==> src/rtl/fetch_stage.sv <==
// Instruction fetch with a req/ack memory port, a one-entry skid buffer for decode stalls, and the IF/ID register.
// IF/ID loads on the edge after ack (1 instr/cycle at zero wait); stall holds IF/ID and drops req while the skid entry is full.
module fetch_stage #(
  parameter int                  PC_WIDTH    = 8,
  parameter int                  INSTR_WIDTH = 16,
  parameter logic [PC_WIDTH-1:0] RESET_PC    = '0
) (
  input  logic                   clk,
  input  logic                   rst,
  input  logic                   stall,
  input  logic                   branch_taken,
  input  logic [PC_WIDTH-1:0]    branch_target,
  output logic                   imem_req,
  output logic [PC_WIDTH-1:0]    imem_addr,
  input  logic                   imem_ack,
  input  logic [INSTR_WIDTH-1:0] imem_rdata,
  output logic                   if_id_valid,
  output logic [INSTR_WIDTH-1:0] if_id_instr,
  output logic [PC_WIDTH-1:0]    if_id_pc_plus1,
  output logic [3:0]             opcode
);

  typedef enum logic [1:0] {
    ST_IDLE,
    ST_FETCH,
    ST_DISCARD
  } state_t;

  typedef struct packed {
    logic [INSTR_WIDTH-1:0] instr;
    logic [PC_WIDTH-1:0]    pc_plus1;
  } ifid_t;

  state_t              state_q, state_d;
  logic [PC_WIDTH-1:0] pc_q, pc_d;
  logic [PC_WIDTH-1:0] redirect_pc_q, redirect_pc_d;
  logic                buf_vld_q, buf_vld_d;
  ifid_t               buf_q, buf_d;
  logic                ifid_vld_q, ifid_vld_d;
  ifid_t               ifid_q, ifid_d;

  logic [PC_WIDTH-1:0] pc_plus1;
  ifid_t               fetched;
  logic                ack;

  always_ff @(posedge clk or posedge rst) begin
    if (rst) begin
      state_q       <= ST_IDLE;
      pc_q          <= RESET_PC;
      redirect_pc_q <= RESET_PC;
      buf_vld_q     <= 1'b0;
      buf_q         <= '0;
      ifid_vld_q    <= 1'b0;
      ifid_q        <= '0;
    end else begin
      state_q       <= state_d;
      pc_q          <= pc_d;
      redirect_pc_q <= redirect_pc_d;
      buf_vld_q     <= buf_vld_d;
      buf_q         <= buf_d;
      ifid_vld_q    <= ifid_vld_d;
      ifid_q        <= ifid_d;
    end
  end

  always_comb begin
    state_d       = state_q;
    pc_d          = pc_q;
    redirect_pc_d = redirect_pc_q;
    buf_vld_d     = buf_vld_q;
    buf_d         = buf_q;
    ifid_vld_d    = ifid_vld_q;
    ifid_d        = ifid_q;
    imem_req      = 1'b0;
    ack           = 1'b0;
    pc_plus1      = pc_q + PC_WIDTH'(1);
    fetched       = '{instr: imem_rdata, pc_plus1: pc_plus1};

    case (state_q)
      ST_IDLE: state_d = ST_FETCH;

      ST_FETCH: begin
        // A full skid entry drains in the same cycle stall drops, so req may reassert then.
        imem_req = !buf_vld_q || !stall;
        ack      = imem_req && imem_ack;
        if (branch_taken) begin
          ifid_vld_d = 1'b0;
          buf_vld_d  = 1'b0;
          if (imem_req && !imem_ack) begin
            redirect_pc_d = branch_target;
            state_d       = ST_DISCARD;
          end else begin
            pc_d = branch_target;
          end
        end else if (stall) begin
          if (ack) begin
            buf_vld_d = 1'b1;
            buf_d     = fetched;
            pc_d      = pc_plus1;
          end
        end else if (buf_vld_q) begin
          ifid_vld_d = 1'b1;
          ifid_d     = buf_q;
          buf_vld_d  = ack;
          if (ack) begin
            buf_d = fetched;
            pc_d  = pc_plus1;
          end
        end else if (ack) begin
          ifid_vld_d = 1'b1;
          ifid_d     = fetched;
          pc_d       = pc_plus1;
        end else begin
          ifid_vld_d = 1'b0;
        end
      end

      ST_DISCARD: begin
        // The old request must complete before the redirect address can be issued.
        imem_req   = 1'b1;
        ifid_vld_d = 1'b0;
        buf_vld_d  = 1'b0;
        if (branch_taken) redirect_pc_d = branch_target;
        if (imem_ack) begin
          pc_d    = branch_taken ? branch_target : redirect_pc_q;
          state_d = ST_FETCH;
        end
      end

      default: state_d = ST_IDLE;
    endcase
  end

  assign imem_addr      = pc_q;
  assign if_id_valid    = ifid_vld_q;
  assign if_id_instr    = ifid_q.instr;
  assign if_id_pc_plus1 = ifid_q.pc_plus1;
  assign opcode         = ifid_vld_q ? ifid_q.instr[INSTR_WIDTH-1 -: 4] : 4'b0000;

endmodule

==> config.mk <==
export PLATFORM = sky130hd
export DESIGN_NAME = fetch_stage
export DESIGN_NICKNAME = d
export VERILOG_FILES = /design/src/rtl/fetch_stage.sv
export SDC_FILE = /design/constraint.sdc
export NUM_CORES = 1
export LEC_CHECK = 0
export CORE_MARGIN = 4
export CORE_UTILIZATION = 30
export CTS_CLUSTER_DIAMETER = 120
export CTS_CLUSTER_SIZE = 20
export DETAILED_ROUTE_END_ITERATION = 8
export MAX_ROUTING_LAYER = met4
export PLACE_DENSITY = 0.57
export SLEW_MARGIN = 20
export SYNTH_ARGS = -nofsm -noshare
export SYNTH_HDL_FRONTEND = slang
export SYNTH_SLANG_ARGS = --single-unit
==> constraint.sdc <==
create_clock -name clk -period 2.5 [get_ports clk]
set_input_delay 0.5 -clock clk [delete_from_list [all_inputs] [get_ports clk]]
set_output_delay 0.5 -clock clk [all_outputs]
set_load 0.005 [all_outputs]
==> reports/summary.json <==
{
  "outcome": {"value": "completed"},
  "first_pass_grt_wire_length": {"value": 12000, "unit": "µm"},
  "synthCells": {"value": 308},
  "floorplan.initialDensity": {"value": 30.9, "unit": "%"},
  "end_kind": {"value": "primary output"},
  "hold_buffers": {"value": 0},
  "vias": {"value": 2381},
  "adder_cell_area_share_of_the_yosys_netlist": {"value": 2.23, "unit": "%"},
  "report.final.setup_viol": {"value": 0},
  "timing.critical_path.from_type": {"value": "flop"},
  "yosys_warnings": {"value": 0},
  "irDropWorstVdd": {"value": 0.480, "unit": "mV"},
  "layout_commonest_cell": {"value": "sky130_fd_sc_hd__dfrtp_1"},
  "final_nets": {"value": 413},
  "finalHoldViolCount": {"value": 0},
  "synth-seq-area-share": {"value": 50.6, "unit": "%"},
  "synthMuxAreaShare": {"value": 16.2, "unit": "%"},
  "drt-total-wl": {"value": 7140, "unit": "µm"},
  "synth_area": {"value": 0.00337, "unit": "mm²"},
  "layout-drive-gt1-share": {"value": 18.5, "unit": "%"},
  "p_leak": {"value": 1.85, "unit": "nW"},
  "route.antenna.remaining_nets": {"value": 0},
  "rsz0062_at_grt": {"value": "false"},
  "timing.setup.critical_path_class": {"value": "reg2out"},
  "cts-htree-levels": {"value": 3},
  "synth-main-ff-cell": {"value": "sky130_fd_sc_hd__dfrtp_1"},
  "top_level_ports": {"value": 67},
  "grt_max_degree": {"value": 43},
  "fmax": {"value": 427, "unit": "MHz"},
  "port_buffers": {"value": 66},
  "regArea": {"value": 0.00170, "unit": "mm²"},
  "critPathArrivalTime": {"value": 1.84, "unit": "ns"},
  "timing.final.crit_share": {"value": 93.7, "unit": "%"},
  "layout.filler_cells": {"value": 1081},
  "chipHeight": {"value": 114, "unit": "µm"},
  "total_power_of_the_final_layout": {"value": 0.00503, "unit": "W"},
  "cts-resized-gates": {"value": 0},
  "cts_tree": {"value": "built"},
  "skew": {"value": 0.0117, "unit": "ns"},
  "cp_max_fo": {"value": 5},
  "synth_simple_gate_area_share": {"value": 11.2, "unit": "%"},
  "cts_buffer_count": {"value": 9},
  "path_clk_slew": {"value": 0.08, "unit": "ns"},
  "cts.repair_timing.setup_buffer_count": {"value": 0},
  "insertedDiodeCount": {"value": 0},
  "synth_area_in_xor_xnor": {"value": 1.82, "unit": "%"},
  "syn_avg_cell_area": {"value": 10.9, "unit": "µm²"},
  "synthToLayoutAreaGrowth": {"value": 31.9, "unit": "%"},
  "post_drt_via_cell_ratio": {"value": 4.55},
  "slew-limit-headroom": {"value": 68.8, "unit": "%"},
  "synth-edff-count": {"value": 0},
  "clock_tree.buffer_depth": {"value": 2},
  "synthArstFlopShare": {"value": 100, "unit": "%"},
  "core_region_area": {"value": 0.0109, "unit": "mm²"},
  "die-width": {"value": 114, "unit": "µm"},
  "hold_path_class": {"value": "reg2reg"},
  "largest_family_of_logic_cells_by_synthesized_area": {"value": "multiplexers"},
  "drt_first_iter_violations": {"value": 74},
  "dr.pass1.iters": {"value": 4},
  "cts_num_sinks": {"value": 68},
  "wl_per_cell": {"value": 13.6, "unit": "µm"},
  "worst_pin_slew": {"value": 0.468, "unit": "ns"},
  "max-cap-violations": {"value": 0},
  "post_synth_num_cell_types": {"value": 47},
  "finalWorstPathRequiredPeriod": {"value": 2.34, "unit": "ns"},
  "mappedNetlistNets": {"value": 343},
  "synth_compound_area_share": {"value": 13.3, "unit": "%"},
  "critical_path_required": {"value": 2.00, "unit": "ns"},
  "multi_input_comb_area": {"value": 0.00152, "unit": "mm²"},
  "clkLatencyLatePin": {"value": 0.34, "unit": "ns"},
  "layout.cells.most_common_list": {"value": "68 x sky130_fd_sc_hd__dfrtp_1, 66 x sky130_fd_sc_hd__clkdlybuf4s50_1, 35 x sky130_fd_sc_hd__nand2_1"},
  "dp.final_hpwl": {"value": 5260, "unit": "µm"},
  "global_route.usage.total": {"value": 11.9, "unit": "%"},
  "global_route.overflow_total": {"value": 0},
  "totalNegativeSetupSlack": {"value": 0, "unit": "ns"},
  "design.die.area": {"value": 0.0130, "unit": "mm²"},
  "hold_ws": {"value": 0.485, "unit": "ns"},
  "std_cell_rows": {"value": 38},
  "route.detailed.drc": {"value": 0},
  "antenna_found_initial": {"value": 0},
  "cellPowerDensity": {"value": 1130, "unit": "mW/mm²"},
  "cts_root_buffer": {"value": "sky130_fd_sc_hd__clkbuf_8"},
  "number_of_slew_limit_violations_in_the_final_report": {"value": 0},
  "place_congestion": {"value": 0.775},
  "synth_seq_cells": {"value": 68},
  "first_global_vias": {"value": 2465}
}
synthesized netlist by cell type, types with 6 or more instances:
| cell type | count | area [µm²] |
|---|---|---|
| sky130_fd_sc_hd__xnor2_1 | 7 | 61.3 |
| sky130_fd_sc_hd__buf_2 | 7 | 35.0 |
| sky130_fd_sc_hd__o21ai_1 | 18 | 90.1 |
| sky130_fd_sc_hd__inv_1 | 11 | 41.3 |
| sky130_fd_sc_hd__mux2_2 | 28 | 315 |
| sky130_fd_sc_hd__ha_1 | 6 | 75.1 |
| sky130_fd_sc_hd__nand2_1 | 35 | 131 |
| sky130_fd_sc_hd__dfrtp_1 | 68 | 1700 |
| sky130_fd_sc_hd__a21oi_1 | 10 | 50.1 |
| sky130_fd_sc_hd__mux2i_1 | 23 | 230 |
| sky130_fd_sc_hd__o21ai_0 | 12 | 60.1 |
| sky130_fd_sc_hd__nor2_1 | 16 | 60.1 |
power by group:
| group | switching (W) | internal, W |
|---|---|---|
| registers | 0.000344 | 0.00162 |
| clock network | 0.000416 | 0.000564 |
| logic | 0.000896 | 0.00119 |
| total | 0.00166 | 0.00338 |
cell families after synthesis:
family | Yosys count
and+or+nand+nor | 77
AOI/OAI and AO/OA | 69
DFF | 68
muxes | 51
buffers and inverters | 30
xor gates and xnor gates | 7
adders and majority gates | 6
state kept, by name, indices dropped and copies added (netlist names):
signal,count
if_id_instr,16
buf_vld_q,1
if_id_pc_plus1,8
state_q,2
imem_addr,8
redirect_pc_q,8
buf_q,24
if_id_valid,1
final timing paths:
check	start	to	slack, ns	depth (start not counted)
max	state_q[0]$_DFFE_PP0P_	imem_req	0.16	4
min	if_id_instr[7]$_DFFE_PP0P_	if_id_instr[7]$_DFFE_PP0P_	0.48	2
max reg2reg	state_q[0]$_DFFE_PP0P_	imem_addr[4]$_DFFE_PP0P_	0.60	6
min reg2reg	if_id_instr[7]$_DFFE_PP0P_	if_id_instr[7]$_DFFE_PP0P_	0.48	2
max in group asynchronous	rst	buf_q[1]$_DFFE_PP0P_	1.32	3
min in group asynchronous	rst	if_id_pc_plus1[7]$_DFFE_PP0P_	0.49	2
per-stage QoR:
step	util, %	worst slack [ns]	instance area (µm²)	instances
after detailed placement	38.8	0.240	4220	507
final	40.8	0.158	4440	523
after CTS	40.7	0.0493	4440	523
after global placement	38.8	0.248	4220	507
after global routing	40.8	0.0148	4440	523
after floorplan	-	0.288	3370	308
layout make-up:
class                      count  area share [%]
clock buffer                  10            2.88
clock inverter                 6            1.97
inverter                      11           0.930
multi-input combinational    210            34.2
sequential                    68            38.3
tap                          140            3.95
timing repair buffer          78            17.8
critical path, stage by stage (launching register included):
cell,delay [ns]
sky130_fd_sc_hd__dfrtp_1,0.43
sky130_fd_sc_hd__inv_1,0.10
sky130_fd_sc_hd__ha_1,0.33
sky130_fd_sc_hd__nor2b_1,0.14
sky130_fd_sc_hd__clkdlybuf4s50_1,0.50
metal layers:
metal  global-route usage, %  wire length (µm)
met5                       -                 0
met4                    3.56                76
met3                    3.08               284
met2                    18.9              3340
met1                    15.1              3440
Note: power is estimated with default switching activity, not from simulation.
